**src/rtl/multi_pipe_collision_tracker_pkg.sv**
```systemverilog
// Shared types and default geometry for the flappy-bird collision tracker.
package collision_pkg;
    typedef enum logic [1:0] {IDLE, SCAN, DONE} state_e;

    localparam int DEF_COORD_W     = 10;
    localparam int DEF_SCREEN_H    = 480;
    localparam int DEF_BIRD_HALF_W = 8;
    localparam int DEF_BIRD_HALF_H = 8;
    localparam int DEF_PIPE_HALF_W = 20;
    localparam int DEF_GAP_HALF    = 60;
endpackage

```
**src/rtl/multi_pipe_collision_tracker_if.sv**
```systemverilog
// Frame-tick request side and result side of the collision tracker.
interface multi_pipe_collision_tracker_if #(
    parameter int NUM_PIPES = 4,
    parameter int COORD_W   = 10
);
    logic                          start;
    logic                          clear;
    logic [COORD_W-1:0]            bird_x;
    logic [COORD_W-1:0]            bird_y;
    logic [NUM_PIPES-1:0]          pipe_valid;
    logic [NUM_PIPES*COORD_W-1:0]  pipe_x;
    logic [NUM_PIPES*COORD_W-1:0]  pipe_gap_y;
    logic                          busy;
    logic                          done;
    logic [NUM_PIPES-1:0]          hit_mask;
    logic                          bound_hit;
    logic                          collision;

    modport master (
        output start, clear, bird_x, bird_y, pipe_valid, pipe_x, pipe_gap_y,
        input  busy, done, hit_mask, bound_hit, collision
    );
    modport slave (
        input  start, clear, bird_x, bird_y, pipe_valid, pipe_x, pipe_gap_y,
        output busy, done, hit_mask, bound_hit, collision
    );
endinterface

```
**src/rtl/multi_pipe_collision_tracker_pipe_hit_check.sv**
```systemverilog
// Single-channel bird-vs-pipe test; add-only compares in COORD_W+2 bits.
module pipe_hit_check
    import collision_pkg::*;
#(
    parameter int COORD_W     = DEF_COORD_W,
    parameter int BIRD_HALF_W = DEF_BIRD_HALF_W,
    parameter int BIRD_HALF_H = DEF_BIRD_HALF_H,
    parameter int PIPE_HALF_W = DEF_PIPE_HALF_W,
    parameter int GAP_HALF    = DEF_GAP_HALF
) (
    input  logic [COORD_W-1:0] bird_x_i,
    input  logic [COORD_W-1:0] bird_y_i,
    input  logic [COORD_W-1:0] pipe_x_i,
    input  logic [COORD_W-1:0] gap_y_i,
    input  logic               valid_i,
    output logic               hit_o
);
    localparam int AW = COORD_W + 2;
    localparam logic [AW-1:0] XR = AW'(BIRD_HALF_W + PIPE_HALF_W);
    localparam logic [AW-1:0] GH = AW'(GAP_HALF);
    localparam logic [AW-1:0] BH = AW'(BIRD_HALF_H);

    logic [AW-1:0] bx, by, px, gy;
    logic          x_ov, in_gap;

    assign bx = AW'(bird_x_i);
    assign by = AW'(bird_y_i);
    assign px = AW'(pipe_x_i);
    assign gy = AW'(gap_y_i);

    // strict > on x: touching edges do not overlap; >=/<= on y: flush with gap is safe
    assign x_ov   = (bx + XR > px) && (px + XR > bx);
    assign in_gap = (by + GH >= gy + BH) && (by + BH <= gy + GH);
    assign hit_o  = valid_i && x_ov && !in_gap;
endmodule

```
**src/rtl/multi_pipe_collision_tracker.sv**
```systemverilog
// Per-frame collision engine: snapshot at start, one pipe per clock, sticky collision.
module multi_pipe_collision_tracker
    import collision_pkg::*;
#(
    parameter int NUM_PIPES   = 4,
    parameter int COORD_W     = DEF_COORD_W,
    parameter int SCREEN_H    = DEF_SCREEN_H,
    parameter int BIRD_HALF_W = DEF_BIRD_HALF_W,
    parameter int BIRD_HALF_H = DEF_BIRD_HALF_H,
    parameter int PIPE_HALF_W = DEF_PIPE_HALF_W,
    parameter int GAP_HALF    = DEF_GAP_HALF
) (
    input  logic                           clk,
    input  logic                           rst_n,
    multi_pipe_collision_tracker_if.slave  bus
);
    localparam int AW    = COORD_W + 2;
    localparam int IDX_W = (NUM_PIPES > 1) ? $clog2(NUM_PIPES) : 1;

    typedef struct packed {
        logic [COORD_W-1:0]                bx;
        logic [COORD_W-1:0]                by;
        logic [NUM_PIPES-1:0]              vld;
        logic [NUM_PIPES-1:0][COORD_W-1:0] px;
        logic [NUM_PIPES-1:0][COORD_W-1:0] gy;
    } snap_t;

    state_e               state_q, state_d;
    logic [IDX_W-1:0]     idx_q, idx_d;
    snap_t                snap_q, snap_d, snap_live;
    logic [NUM_PIPES-1:0] mask_q, mask_d, hit_mask_q, hit_mask_d;
    logic                 bound_q, bound_d, bound_hit_q, bound_hit_d;
    logic                 done_q, done_d, coll_q, coll_d;
    logic                 hit, bound_w;
    logic [AW-1:0]        by_ext;

    always_comb begin
        snap_live.bx  = bus.bird_x;
        snap_live.by  = bus.bird_y;
        snap_live.vld = bus.pipe_valid;
        snap_live.px  = bus.pipe_x;
        snap_live.gy  = bus.pipe_gap_y;
    end

    pipe_hit_check #(
        .COORD_W(COORD_W), .BIRD_HALF_W(BIRD_HALF_W), .BIRD_HALF_H(BIRD_HALF_H),
        .PIPE_HALF_W(PIPE_HALF_W), .GAP_HALF(GAP_HALF)
    ) u_chk (
        .bird_x_i(snap_q.bx), .bird_y_i(snap_q.by),
        .pipe_x_i(snap_q.px[idx_q]), .gap_y_i(snap_q.gy[idx_q]),
        .valid_i(snap_q.vld[idx_q]), .hit_o(hit)
    );

    assign by_ext  = AW'(snap_q.by);
    assign bound_w = (by_ext < AW'(BIRD_HALF_H)) ||
                     (by_ext + AW'(BIRD_HALF_H) >= AW'(SCREEN_H));

    always_comb begin
        state_d     = state_q;
        idx_d       = idx_q;
        snap_d      = snap_q;
        mask_d      = mask_q;
        bound_d     = bound_q;
        hit_mask_d  = hit_mask_q;
        bound_hit_d = bound_hit_q;
        coll_d      = coll_q;
        done_d      = 1'b0;
        case (state_q)
            IDLE: if (bus.start) begin
                snap_d  = snap_live;
                idx_d   = '0;
                mask_d  = '0;
                state_d = SCAN;
            end
            SCAN: begin
                mask_d[idx_q] = hit;
                if (idx_q == '0) bound_d = bound_w;
                idx_d = idx_q + 1'b1;
                if (idx_q == IDX_W'(NUM_PIPES - 1)) state_d = DONE;
            end
            DONE: begin
                hit_mask_d  = mask_q;
                bound_hit_d = bound_q;
                done_d      = 1'b1;
                coll_d      = coll_q | (|mask_q) | bound_q;
                state_d     = IDLE;
            end
            default: state_d = IDLE;
        endcase
        // clear wins over everything, including a same-cycle start
        if (bus.clear) begin
            state_d     = IDLE;
            hit_mask_d  = '0;
            bound_hit_d = 1'b0;
            coll_d      = 1'b0;
            done_d      = 1'b0;
        end
    end

    always_ff @(posedge clk or negedge rst_n) begin
        if (!rst_n) begin
            state_q     <= IDLE;
            idx_q       <= '0;
            snap_q      <= '0;
            mask_q      <= '0;
            bound_q     <= 1'b0;
            hit_mask_q  <= '0;
            bound_hit_q <= 1'b0;
            done_q      <= 1'b0;
            coll_q      <= 1'b0;
        end else begin
            state_q     <= state_d;
            idx_q       <= idx_d;
            snap_q      <= snap_d;
            mask_q      <= mask_d;
            bound_q     <= bound_d;
            hit_mask_q  <= hit_mask_d;
            bound_hit_q <= bound_hit_d;
            done_q      <= done_d;
            coll_q      <= coll_d;
        end
    end

    assign bus.busy      = (state_q != IDLE);
    assign bus.done      = done_q;
    assign bus.hit_mask  = hit_mask_q;
    assign bus.bound_hit = bound_hit_q;
    assign bus.collision = coll_q;
endmodule

```
**src/flat_wrapper.sv**
```systemverilog
// flat-port wrapper written by rule: the top's interface ports become plain ports
module multi_pipe_collision_tracker_flat import collision_pkg::*;
#(
    parameter int NUM_PIPES   = 4,
    parameter int COORD_W     = DEF_COORD_W,
    parameter int SCREEN_H    = DEF_SCREEN_H,
    parameter int BIRD_HALF_W = DEF_BIRD_HALF_W,
    parameter int BIRD_HALF_H = DEF_BIRD_HALF_H,
    parameter int PIPE_HALF_W = DEF_PIPE_HALF_W,
    parameter int GAP_HALF    = DEF_GAP_HALF
)
  (clk, rst_n, bus_start, bus_clear, bus_bird_x, bus_bird_y, bus_pipe_valid, bus_pipe_x, bus_pipe_gap_y, bus_busy, bus_done, bus_hit_mask, bus_bound_hit, bus_collision);
  multi_pipe_collision_tracker_if #(.NUM_PIPES(NUM_PIPES), .COORD_W(COORD_W)) bus_i ();
  input  logic clk;
  input  logic rst_n;
  input wire logic [$bits(bus_i.start)-1:0] bus_start;
  input wire logic [$bits(bus_i.clear)-1:0] bus_clear;
  input wire logic [$bits(bus_i.bird_x)-1:0] bus_bird_x;
  input wire logic [$bits(bus_i.bird_y)-1:0] bus_bird_y;
  input wire logic [$bits(bus_i.pipe_valid)-1:0] bus_pipe_valid;
  input wire logic [$bits(bus_i.pipe_x)-1:0] bus_pipe_x;
  input wire logic [$bits(bus_i.pipe_gap_y)-1:0] bus_pipe_gap_y;
  output wire logic [$bits(bus_i.busy)-1:0] bus_busy;
  output wire logic [$bits(bus_i.done)-1:0] bus_done;
  output wire logic [$bits(bus_i.hit_mask)-1:0] bus_hit_mask;
  output wire logic [$bits(bus_i.bound_hit)-1:0] bus_bound_hit;
  output wire logic [$bits(bus_i.collision)-1:0] bus_collision;
  assign bus_i.start = bus_start;
  assign bus_i.clear = bus_clear;
  assign bus_i.bird_x = bus_bird_x;
  assign bus_i.bird_y = bus_bird_y;
  assign bus_i.pipe_valid = bus_pipe_valid;
  assign bus_i.pipe_x = bus_pipe_x;
  assign bus_i.pipe_gap_y = bus_pipe_gap_y;
  assign bus_busy = bus_i.busy;
  assign bus_done = bus_i.done;
  assign bus_hit_mask = bus_i.hit_mask;
  assign bus_bound_hit = bus_i.bound_hit;
  assign bus_collision = bus_i.collision;
  multi_pipe_collision_tracker #(.NUM_PIPES(NUM_PIPES), .COORD_W(COORD_W), .SCREEN_H(SCREEN_H), .BIRD_HALF_W(BIRD_HALF_W), .BIRD_HALF_H(BIRD_HALF_H), .PIPE_HALF_W(PIPE_HALF_W), .GAP_HALF(GAP_HALF)) u_core (.clk(clk), .rst_n(rst_n), .bus(bus_i));
endmodule
```
**config.mk**
```make
export PLATFORM = sky130hd
export DESIGN_NAME = multi_pipe_collision_tracker_flat
export DESIGN_NICKNAME = d
export VERILOG_FILES = /design/src/rtl/multi_pipe_collision_tracker_pkg.sv /design/src/rtl/multi_pipe_collision_tracker_if.sv /design/src/rtl/multi_pipe_collision_tracker_pipe_hit_check.sv /design/src/rtl/multi_pipe_collision_tracker.sv /design/src/flat_wrapper.sv
export SDC_FILE = /design/constraint.sdc
export NUM_CORES = 1
export LEC_CHECK = 0
export CAP_MARGIN = 20
export CORE_MARGIN = 5
export CORE_UTILIZATION = 45
export CTS_CLUSTER_DIAMETER = 100
export DETAILED_ROUTE_END_ITERATION = 16
export MAX_ROUTING_LAYER = met4
export PLACE_DENSITY = 0.78
export REMOVE_ABC_BUFFERS = 1
export SYNTH_ARGS = -nofsm -noshare
export SYNTH_HDL_FRONTEND = slang
export SYNTH_HIERARCHICAL = 1
export SYNTH_SLANG_ARGS = --single-unit
```
**constraint.sdc**
```tcl
create_clock -name clk -period 3.6 [get_ports clk]
set_input_delay 0.9 -clock clk [delete_from_list [all_inputs] [get_ports clk]]
set_output_delay 0.9 -clock clk [all_outputs]
set_load 0.05 [all_outputs]
```
# Word-level counts from Yosys, hierarchy flattened
# Cells that the tools add are included.
[word_totals]
in_bits = 108
reg_bits = 120
word_cells = 84
[op_classes]
reduce_logical = 17
n_eq_ne = 6
order_cmp = 8
bitwise = 2
mux = 25
addsub = 7
[op_table]
columns = ["op", "count"]
rows = [
  ["$bmux W10 S2", 2],
  ["$add A10 B4 Y11 const B", 2],
  ["$add A10 B5 Y11 const B", 2],
  ["$add A10 B6 Y11 const B", 2],
  ["$mux W10", 2],
  ["$ge A12 B9 Y1 const B", 1],
  ["$gt A12 B10 Y1", 1],
  ["$le A12 B11 Y1", 1],
  ["$mux W4", 3],
  ["$ge A11 B11 Y1", 1],
  ["$gt A11 B10 Y1", 1],
  ["$lt A10 B4 Y1 const B", 1],
  ["$mux W1", 8],
  ["$mux W2", 4],
  ["$pmux W2 S2", 2],
  ["$pmux W4 S2", 1],
  ["$reduce_and A2 Y1", 4],
  ["$reduce_bool A2 Y1", 3],
  ["$logic_and A1 B1 Y1", 5],
  ["$bwmux W4", 1],
  ["$eq A2 B2 Y1 const B", 2],
  ["$logic_not A2 Y1", 2],
  ["$reduce_or A4 Y1", 1],
  ["$lt A2 B3 Y1 const B", 1],
  ["11 further kinds", 12],
]

# Logic depth before layout (Yosys ltp)
[logic_depth]
depth_word = 9
mapped_depth = 15
ltp_nobuf = 14

# By module
# The synthesis kept the hierarchy.
[by_module_without_submodules]
columns = ["mod", "n_inst", "area_per_inst_um2", "cells_per_inst", "seq_area_each_um2"]
rows = [
  ["multi_pipe_collision_tracker", 1, 5142.4, 312, 3002.9],
  ["pipe_hit_check", 1, 1627.8, 227, 0.0],
]

# Worst setup path before layout
# OpenSTA, ideal clock, no wires.
[synth_path]
path_type = "register to register"
from = "reg u_core.idx_q[0]"
to = "reg u_core.mask_q[2]"
synth_period_minus_slack_ns = 3.453
stages_incl_launch_ff = 14
t_required_ns = 3.532
setup_time_ns = 0.068
path_buffers = 1
t_arrival_ns = 3.385
setup_slack_ns = 0.147
cell_sequence = "dfrtp_1 -> buf_4 -> mux4_2 -> inv_1 -> ha_1 -> nor3b_1 -> xor2_1 -> ha_1 -> and4_1 -> o21ai_1 -> a31oi_1 -> o22ai_1 -> a2111oi_2 -> a32o_1"
[synth_via]
elab_chain_cells = 9
[synth_rtl]
columns = ["element", "line_no", "text"]
rows = [
  ["start, declared", "multi_pipe_collision_tracker.sv:29", "logic [IDX_W-1:0] idx_q, idx_d;"],
  ["start signal, assigned", "multi_pipe_collision_tracker.sv:113", "idx_q <= idx_d;"],
  ["$bmux W10 S2", "multi_pipe_collision_tracker.sv:50", ".pipe_x_i(snap_q.px[idx_q]), .gap_y_i(snap_q.gy[idx_q]),"],
  ["$mux W10 (not written as such)", "multi_pipe_collision_tracker.sv:50", ""],
  ["$add A10 B6 Y11, or another cell as far along", "multi_pipe_collision_tracker_pipe_hit_check.sv:33", "assign in_gap = (by + GH >= gy + BH) && (by + BH <= gy + GH);"],
  ["$le A12 B11 Y1, or another cell as far along", "multi_pipe_collision_tracker_pipe_hit_check.sv:33", ""],
  ["$logic_and A1 B1 Y1, on equally long branches", "multi_pipe_collision_tracker_pipe_hit_check.sv:33, multi_pipe_collision_tracker_pipe_hit_check.sv:32", ""],
  ["$logic_not A1 Y1 / $logic_and A1 B1 Y1 (equally long branches)", "multi_pipe_collision_tracker_pipe_hit_check.sv:34", "assign hit_o = valid_i && x_ov && !in_gap;"],
  ["$logic_and A1 B1 Y1 (*)", "multi_pipe_collision_tracker_pipe_hit_check.sv:34", ""],
  ["named net u_core.hit", "multi_pipe_collision_tracker.sv:34", "logic hit, bound_w;"],
  ["$bwmux W4 (*)", "multi_pipe_collision_tracker.sv:76", "mask_d[idx_q] = hit;"],
  ["$pmux W4 S2 (*)", "multi_pipe_collision_tracker.sv:68", "case (state_q)"],
  ["end signal, assigned", "multi_pipe_collision_tracker.sv:115", "mask_q <= mask_d;"],
  ["end, declared", "multi_pipe_collision_tracker.sv:31", "logic [NUM_PIPES-1:0] mask_q, mask_d, hit_mask_q, hit_mask_d;"],
]
# The timed path passes the listed nets; every way through them passes the cells marked *. The select of a mux whose other input is x is not followed.
# A chain may end at the register's enable or synchronous reset.

# Worst setup path in the final report
[layout_path]
from = "reg u_core.idx_q[0]"
to = "reg u_core.mask_q[3]"
# Same word-level chain as after synthesis.

==> metrics.md <==
| Metric | Value |
|---|---|
| Grt ovf | `0` |
| DRC | `0` |
| Setup crit end | `u_core/mask_q[3]` |
| Post-synth top flop | `dfrtp_1` |
| Clk_lat worst skew | `0.41 ns` |
| Post-synthesis async set-or-reset flop share | `100%` |
| Clock buffer depth | `2` |
| Pre-CTS setup slack | `-0.0908 ns` |
| Clock-pin slew on the worst setup and hold paths | `0.06 ns` |
| Clock sink total | `120` |
| Fin crit share | `between 90% and 100%` |
| Setup Viol. Count Final | `0` |
| Final layout net count | `829` |
| IO Pins | `roughly 120` |
| First-pass GRT wire length | `24.5 mm` |
| Reg-to-reg slack, setup | `0.1 ns` |
| Worst min-delay path startpoint | `u_core/snap_q[68]` |
| Placed Area | `roughly 0.0081 mm^2` |
| Initial DRC Count | `~190` |
| Worst R2R Path Depth | `13` |
| Worst rel slew slack | `58.1%` |
| Worst VDD drop | `0.369 mV` |
| Die area | `around 0.018 mm^2` |
| FF/Latch Area | `about 0.003 mm^2` |
| Setup crit start kind | `register` |
| CTS buffer count | `17` |
| Yosys cell types | `51` |
| Worst Hold Class | `reg2reg` |
| Initial Util | `a little under half` |
| Crit. End Element | `register` |
| CP Class | `reg2reg` |
| Non-Filler Instances | `862` |
| Final cell utilization of the core | `60.2%` |
| RSZ-0062 raised after global routing | `true` |
| PD cells | `698 mW/mm^2` |
| Clk_skew | `about 0.013 ns` |
| Final Max Slew Viols | `0` |
| Drt total wl | `15.0 mm` |
| Setup TNS | `0 ns` |
| Drt pass-1 iters | `4` |
| CP max FO | `4` |
| Remaining antenna violation count | `0` |
| H-tree Lvls | `4` |
| Largest net degree at the start of global routing | `74` |
| Synthesized flop and latch total | `120` |
| Maxcap violations | `0` |
| Mean Syn Cell Area | `about 13 um^2` |
| Reg-to-Reg Start | `u_core/idx_q[0]` |
| Vias in the first global route | `4,976` |
| CTS tree | `built` |
| Total chip power | `6.15 mW` |
| RePlAce Congestion | `0.891` |
| Hold violation total from the final report | `0` |
| CP startpoint | `u_core/idx_q[0]` |
| Hold-fix buffers, CTS | `0` |
| Final instance area | `0.00881 mm^2` |
| Initial antenna violation count | `0` |
| Layout cells sized above 1 | `around 29%` |
| CP arrival | `between 3 and 4 ns` |
| Fmax | `0.285 GHz` |
| Via Count | `4,576` |
| Port Buf Inserts | `115` |
| Min Tclk post-route | `3.50 ns` |
| Final hold slack | `approximately 0.50 ns` |
| Post-synth EDFFs | `0` |
| Cell area after synthesis | `0.00677 mm^2` |
| WL/cell | `17.4 um` |
| Clk root buf | `clkbuf_16` |
| Placed instance count | `825` |
| Core Area | `0.0146 mm^2` |
| Final worst slack | `0.0973 ns` |
| Worst-Margin Slew | `0.629 ns` |
| Yosys Warn Count | `6` |
| Tot GR Track Use | `17.9%` |
| Status | `completed` |
| Leakage | `between 3 and 4 nW` |
| N_diodes | `0` |
| Via/cell ratio | `5.31` |
| Row count | `44` |
| Most frequent cells in the layout | `dfrtp_1 (119), clkdlybuf4s50_1 (114), mux2_2 (104)` |
| Filler instances | `1,112` |
| Commonest non-fill, non-tap cell in the layout | `dfrtp_1` |
| Multi-input logic area | `0.00355 mm^2` |
| P&R area growth vs syn | `30.1%` |
| DIE WIDTH | `133 um` |
| WP data required | `just under 4 ns` |
| Gate Count Post-Synth | `around 540` |
| Post-synthesis sequential area ratio | `44.4%` |
| Dpl hpwl | `between 10 and 15 mm` |
| Die Ht | `133 um` |
| RR Endpoint | `u_core/mask_q[3]` |
## cell families (layout without fill, tap and decap cells)
logic type / Yosys count / count (layout) / share of synthesized area (%)
buffers and inverters: 57 / 196 / 4.51
muxes: 130 / 130 / 25.0
and+or+nand+nor: 93 / 93 / 6.78
DFF: 120 / 120 / 44.4
xor gates and xnor gates: 33 / 33 / 4.27
adders and majority gates: 53 / 53 / 9.79
AOI/OAI and AO/OA: 53 / 53 / 5.27
## where the power goes
part	switching (mW)	total, mW	internal (mW)
logic	1.34	2.71	1.37
clock network	0.579	1.64	1.06
registers	0.201	1.80	1.60
total	2.12	6.15	4.03
## worst min-delay path by stage
stage	end	slack (ns)	cells past startpoint
2_1_floorplan	u_core/snap_q[20]	0.48	1
3_3_place_gp	u_core/snap_q[67]	0.49	1
3_5_place_dp	u_core/snap_q[66]	0.49	1
4_1_cts	u_core/snap_q[66]	0.50	1
5_1_grt	u_core/snap_q[66]	0.51	1
6_report	u_core/snap_q[68]	0.50	1
## cell usage after synthesis, types with 2 or more instances
master    instances  area share [%]
xor2_1           12             1.6
nor2_1           24             1.3
clkbuf_1          3            0.17
dfrtp_1         120              44
or2_2             3            0.28
buf_4             3            0.33
ha_1             53             9.8
inv_1            34             1.9
buf_2             4            0.30
o21ai_0           7            0.52
a21oi_1          18             1.3
nor3_1            6            0.44
nor3b_1           2            0.22
nand2_1          24             1.3
mux2i_1           5            0.74
nand3b_1          2            0.22
nor2b_1           3            0.28
xnor2_1          21             2.7
a32o_1            4            0.59
mux2_2          104              17
a211oi_1          2            0.22
nand4_1           6            0.55
buf_6            10             1.7
o21ai_1           4            0.30
nand2b_1          2            0.18
inv_2             2            0.11
and3_1            2            0.18
nand3_1          11            0.81
a32oi_1           2            0.26
mux4_2           21             7.0
a21o_1            4            0.44
or3_1             2            0.18
## layout make-up
type                    instances  share of cell area [%]
multi-input cells             362                    40.2
flip-flops and latches        120                    34.1
inverters                      36                    1.53
repair buffers                131                    15.1
well taps                     184                    2.61
clock inverters                 8                    1.12
clock buffers                  21                    5.34
## timing repair
| item | 4_1_cts | 5_1_grt |
|---|---|---|
| pin swaps | 0 | 12 |
| setup endpoints to repair | 4 | 4 |
| resized for setup | 4 | 19 |
| buffers inserted | 0 | 8 |
| gates cloned | 0 | 0 |
## flip-flops by register name, summed over array words and instances (netlist names)
register              flops
u_core/state_q            2
u_core/by_ext            10
u_core/bus.done           1
u_core/snap_q            94
u_core/bus.hit_mask       4
u_core/bus.bound_hit      1
u_core/bus.collision      1
u_core/bound_q            1
u_core/idx_q              2
u_core/mask_q             4
## layer usage
metal	up-vias	global-route usage (%)	part of all wire (%)
li1	2192	-	-
met1	2263	22.9	46
met2	99	28.3	49
met3	22	3.26	3.0
met4	0	7.10	1.7
met5	-	-	0
## worst max-delay path, stage by stage, from the launching register on
cell and delay (ns):
dfrtp_2 0.46, buf_6 0.13, mux4_2 0.54, buf_4 0.18
ha_2 0.18, nand3_2 0.09, nor2_1 0.05, xnor2_1 0.12
ha_1 0.29, a21o_1 0.18, a221o_1 0.33, a31o_1 0.21
a2111oi_4 0.42, a32o_1 0.24
Power figures use the tool's default switching activity.
